===== config.mk =====
export PLATFORM = sky130hd
export DESIGN_NAME = ubtb_update_queue
export DESIGN_NICKNAME = d
export VERILOG_FILES = /design/src/rtl/ubtb_update_queue.sv
export SDC_FILE = /design/constraint.sdc
export NUM_CORES = 2
export LEC_CHECK = 0
export ABC_AREA = 1
export ABC_CLOCK_PERIOD_IN_PS = 4200
export BUFFER_PORTS_ARGS = -buffer_cell sky130_fd_sc_hd__buf_2
export CORE_MARGIN = 2
export CORE_UTILIZATION = 30
export DETAILED_ROUTE_END_ITERATION = 10
export PLACE_DENSITY = 0.42
export SLEW_MARGIN = 30
export SYNTH_ARGS = -nofsm -noshare
export SYNTH_HDL_FRONTEND = slang
export SYNTH_SLANG_ARGS = --single-unit

===== constraint.sdc =====
create_clock -name clk -period 4.2 [get_ports clk]
set_input_delay 0.21 -clock clk [delete_from_list [all_inputs] [get_ports clk]]
set_output_delay 0.21 -clock clk [all_outputs]
set_load 0.1 [all_outputs]

===== src/rtl/ubtb_update_queue.sv =====
// rtl/ubtb_update_queue.sv - uBTB update queue: circular buffer with address merge, flush and saturating merge counter
module ubtb_update_queue #(
  parameter int DEPTH  = 4,
  parameter int ADDR_W = 39,
  parameter int INFO_W = 96
) (
  input  logic                    clk,
  input  logic                    rst,
  input  logic                    flush,
  input  logic                    in_valid,
  output logic                    in_ready,
  input  logic [ADDR_W-1:0]       in_start_addr,
  input  logic [INFO_W-1:0]       in_info,
  output logic                    out_valid,
  input  logic                    out_ready,
  output logic [ADDR_W-1:0]       out_start_addr,
  output logic [INFO_W-1:0]       out_info,
  output logic [$clog2(DEPTH):0]  count,
  output logic [15:0]             merge_cnt
);

  localparam int PTR_W = $clog2(DEPTH);
  localparam int CNT_W = PTR_W + 1;

  logic [PTR_W-1:0]  head_q, head_d;
  logic [PTR_W-1:0]  tail_q, tail_d;
  logic [CNT_W-1:0]  count_q, count_d;
  logic [15:0]       merge_cnt_q, merge_cnt_d;
  logic [DEPTH-1:0]  valid_q, valid_d;
  logic [ADDR_W-1:0] addr_q [DEPTH];
  logic [ADDR_W-1:0] addr_d [DEPTH];
  logic [INFO_W-1:0] info_q [DEPTH];
  logic [INFO_W-1:0] info_d [DEPTH];

  logic              deq;
  logic              enq;
  logic              merge_hit;
  logic              merge_do;
  logic [DEPTH-1:0]  match_vec;
  logic [PTR_W-1:0]  match_idx;

  // Head entry is presented combinationally; zeroed while the queue is empty
  always_comb begin
    out_valid      = (count_q != '0);
    out_start_addr = '0;
    out_info       = '0;
    if (out_valid) begin
      out_start_addr = addr_q[head_q];
      out_info       = info_q[head_q];
    end
  end

  assign deq       = out_valid & out_ready & ~flush;
  assign count     = count_q;
  assign merge_cnt = merge_cnt_q;

  // Address match against live entries; the head leaving this cycle cannot absorb a merge
  always_comb begin
    match_vec = '0;
    match_idx = '0;
    for (int i = 0; i < DEPTH; i++) begin
      if (valid_q[i] && (addr_q[i] == in_start_addr) &&
          !(out_valid && out_ready && (head_q == PTR_W'(i)))) begin
        match_vec[i] = 1'b1;
        match_idx    = PTR_W'(i);
      end
    end
  end

  assign merge_hit = in_valid & (|match_vec);
  // A dequeue in the same cycle never frees room for a new entry when full
  assign in_ready  = ~flush & ((count_q < CNT_W'(DEPTH)) | merge_hit);
  assign merge_do  = merge_hit & in_ready;
  assign enq       = in_valid & in_ready & ~merge_hit;

  // Next-state: flush empties the queue; otherwise apply dequeue, merge and enqueue
  always_comb begin
    head_d      = head_q;
    tail_d      = tail_q;
    count_d     = count_q;
    merge_cnt_d = merge_cnt_q;
    valid_d     = valid_q;
    addr_d      = addr_q;
    info_d      = info_q;
    if (flush) begin
      head_d  = '0;
      tail_d  = '0;
      count_d = '0;
      valid_d = '0;
    end else begin
      if (deq) begin
        valid_d[head_q] = 1'b0;
        head_d          = head_q + PTR_W'(1);
      end
      if (merge_do) begin
        info_d[match_idx] = in_info;
        if (merge_cnt_q != 16'hFFFF) begin
          merge_cnt_d = merge_cnt_q + 16'd1;
        end
      end
      if (enq) begin
        valid_d[tail_q] = 1'b1;
        addr_d[tail_q]  = in_start_addr;
        info_d[tail_q]  = in_info;
        tail_d          = tail_q + PTR_W'(1);
      end
      case ({enq, deq})
        2'b10:   count_d = count_q + CNT_W'(1);
        2'b01:   count_d = count_q - CNT_W'(1);
        default: count_d = count_q;
      endcase
    end
  end

  // State registers with synchronous reset taking priority over everything
  always_ff @(posedge clk) begin
    if (rst) begin
      head_q      <= '0;
      tail_q      <= '0;
      count_q     <= '0;
      merge_cnt_q <= '0;
      valid_q     <= '0;
      addr_q      <= '{default: '0};
      info_q      <= '{default: '0};
    end else begin
      head_q      <= head_d;
      tail_q      <= tail_d;
      count_q     <= count_d;
      merge_cnt_q <= merge_cnt_d;
      valid_q     <= valid_d;
      addr_q      <= addr_d;
      info_q      <= info_d;
    end
  end

endmodule


==> out/qor.yml <==
outcome:
  status: "finished clean"
clock_tree:
  postCtsSetupRepairBufs: 0
  htree_levels: 3
  clk_pin_slew_worst_paths_ns: 0.06
  cts.sink_count: 567
  tritoncts_clock_tree: "done"
  clk_root_buffer_cell: "sky130_fd_sc_hd__clkbuf_16"
  worstSkewPairLatency_ns: 0.64
  cts_buffer_depth: 3
  inserted_clock_buffers: 72
synthesis:
  synth.distinct_cells: 41
  synth-seq-cells: 567
  synth_seq_area_share_pct: 39.7
  list_of_most_frequent_post_synthesis_cells: "sky130_fd_sc_hd__nor2_1 (856), sky130_fd_sc_hd__o21ai_0 (824), sky130_fd_sc_hd__a21oi_1 (584), sky130_fd_sc_hd__nand2_1 (570), sky130_fd_sc_hd__dfxtp_1 (567)"
  dominantRegCellSynth: "sky130_fd_sc_hd__dfxtp_1"
  syn-instance-count: 4374
  synth.yosys.warnings: 0
  synth_area_um2: 28600
  syn_avg_cell_area_um2: 6.54
  number_of_enable_type_register_cells_in_the_synthesized_netlist: 0
  fraction_of_synthesis_flops_using_an_asynchronous_set_or_reset_pin_pct: 0
  leading_cell_type_by_number_of_instances_after_synthesis: "sky130_fd_sc_hd__nor2_1"
  synth.top_cell.area_share_pct: 39.7
  mappedNetlistNets: 4525
  synth_largest_area_cell: "sky130_fd_sc_hd__dfxtp_1"
  synth.area.top_cells: "sky130_fd_sc_hd__dfxtp_1 (40%), sky130_fd_sc_hd__o21ai_0 (14%), sky130_fd_sc_hd__nor2_1 (11%)"
final_layout:
  layout.filler_cells: 10400
  syn2layout_area_growth_pct: 20.2
  layout.nets: 4740
  layout-drive-gt1-share_pct: 10.9
setup_path:
  critical_path.max_fanout: 122
  cp_top_family: "buffers and inverters"
  worstPathRequired_ns: 3.99
  startpoint_type: "flop"
  crit_path_cell_trace: "buf_12 -> buf_4 -> o211ai_1 -> a21oi_1 -> buf_2"
  cpMaxStageDelayCell: "sky130_fd_sc_hd__dfxtp_4"
  worst_path_largest_cell_delay_ns: 0.63
  setup.worst_path.class: "reg2out"
  arrival_ns: 3.67
  crit_path_end_kind: "output port"
  cp_num_buf_inv: 3
timing:
  setup_repair_after_global_routing_missed_its_margin: "false"
  worst-slew-pin-transition_ns: 0.989
  timing.slew.headroom_pct: 34.1
  hold_violations: 0
  shortest_clock_period_the_worst_path_allows_after_layout_ns: 3.88
  fmax_mhz: 258
  finalSetupTns_ns: 0
  report.final.setup_viol: 0
  max_slew_vio_count: 0
  fin_crit_sh_pct: 92.4
  finClkSkew_ns: 0.0165
worst_hold_path:
  worst_hold_path_type: "in2reg"
die:
  die_area_um2: 97800
  initial_utilization_pct: 30.2
  dieHeight_um: 313
  number_of_placed_i_o_pins: 296
  row_count: 113
  placeableCoreArea_um2: 94700
  chipWidth_um: 313
route:
  drc: 0
  routed_via_density: 4.94
  detail-route-antenna-nets: 0
  finalWirelength_mm: 120
  post_drt_wl_per_cell_um: 20.4
  vias: 29200
  drt_pass1_iterations: 6
  detail_route.iter0.violations: 2278
power_and_ir_drop:
  p_per_area_nw_per_um2: 386
  irDropWorstVdd_mv: 0.243
  static_leakage_power_nw: 13.9
  pwr_total_mw: 13.3
grt:
  largest_net_degree_at_the_start_of_global_routing: 204
  grt_overflow: 0
  vias_in_the_first_global_route: 27500
  wire_length_of_the_first_global_routing_pass_mm: 178
  gr-usage-all-layers_pct: 23.8
  antenna_found_initial: 12
place:
  place.gp.congestion: 0.964
  place.detailed.hpwl_mm: 76.2
  io_port_bufs: 295
run:
  cap_viol_max_count: 0
## final timing paths
kind / slack, ns / depth (start not counted) / start / end
setup reg to reg: 0.85 / 18 / count[0] / info_q[373]
hold / removal: 0.04 / 3 / flush / valid_q[2]
setup / recovery: 0.32 / 5 / head_q[1] / out_info[39]
hold reg to reg: 0.47 / 2 / addr_q[34] / addr_q[34]
## state kept, by name, summed over array words and instances, names as in the netlist
register / flops
info_q: 384
addr_q: 156
merge_cnt: 16
valid_q: 4
count: 3
head_q: 2
tail_q: 2
## kinds of logic after synthesis
logic type      Yosys count  synth area share, %
xor+xnor                 42                 1.29
compound gates         1474                 26.3
flops                   567                 39.7
buf+inv                 723                 10.6
fa+ha+maj                11                0.508
simple gates           1557                 21.6
## metal layers
layer,vias to the layer above,global-route usage (%),wire (um)
met2,771,39.8,57100
met3,171,3.73,5960
met4,14,7.25,3460
met5,-,0,88
met1,13500,31.4,53800
li1,14700,-,-
## worst register-to-register path, stage by stage, from the launching register on
cell,delay (ns)
sky130_fd_sc_hd__dfxtp_1,0.48
sky130_fd_sc_hd__inv_1,0.16
sky130_fd_sc_hd__nand3_2,0.20
sky130_fd_sc_hd__nand2_2,0.18
sky130_fd_sc_hd__inv_2,0.09
sky130_fd_sc_hd__nand2_1,0.11
sky130_fd_sc_hd__inv_1,0.08
sky130_fd_sc_hd__nor2_1,0.06
sky130_fd_sc_hd__nand3_2,0.09
sky130_fd_sc_hd__nand2_2,0.07
sky130_fd_sc_hd__nor2_1,0.13
sky130_fd_sc_hd__nor2_1,0.05
sky130_fd_sc_hd__buf_4,0.16
sky130_fd_sc_hd__nand4_1,0.12
sky130_fd_sc_hd__nand2_4,0.10
sky130_fd_sc_hd__inv_2,0.39
sky130_fd_sc_hd__buf_4,0.56
sky130_fd_sc_hd__nor2_1,0.14
sky130_fd_sc_hd__nor2_1,0.11
## layout by cell type (no fill, tap or decap), drive strengths merged, types with 3 or more instances in the layout
cell type,n
nand4,57
dlygate4sd3,137
xor2,3
and2,8
a21oi,585
inv,395
nand3b,3
buf,332
nor2,857
nand3,39
o21ai,832
xnor2,39
dfxtp,567
ha,10
nor3,11
o211ai,50
diode,3
nand2,579
clkbuf,104
clkinv,19
## what timing repair did
| item | in CTS | in global routing |
|---|---|---|
| hold buffers | 137 | 0 |
| hold endpoints to repair | 512 | 0 |
| resized for setup | 0 | 1 |
| setup endpoints to repair | 0 | 7 |
## cell type report
| type | instances | area (um2) | share of cell area [%] |
|---|---|---|---|
| Clock buffer | 104 | 2180 | 6.33 |
| Multi-Input combinational cell | 3084 | 14200 | 41.5 |
| Tap cell | 1265 | 1580 | 4.61 |
| Clock inverter | 20 | 153 | 0.444 |
| Inverter | 395 | 1520 | 4.41 |
| Timing Repair Buffer | 469 | 3320 | 9.67 |
| Sequential cell | 567 | 11400 | 33.1 |
| Antenna cell | 3 | 7.51 | 0.0218 |
## metrics by stage
stage                     cell area (um2)  std cells  hold WS [ns]  utilization, %  setup WS, ns
final                               34400       5907        0.0426            36.3         0.318
after global routing                34400       5906        0.0474            36.3         0.135
after CTS                           34300       5903       0.00186            36.2        0.0395
after detailed placement            30600       5642         0.456            32.3         0.752
after global placement              30600       5642         0.452            32.3         0.703
after floorplan                     28600       4374         0.345               -         0.185
## report_power, final
group,internal (mW),switching (mW)
clock network,3.61,2.60
registers,5.52,0.0787
logic,0.424,1.02
Power figures use the tool's default switching activity.
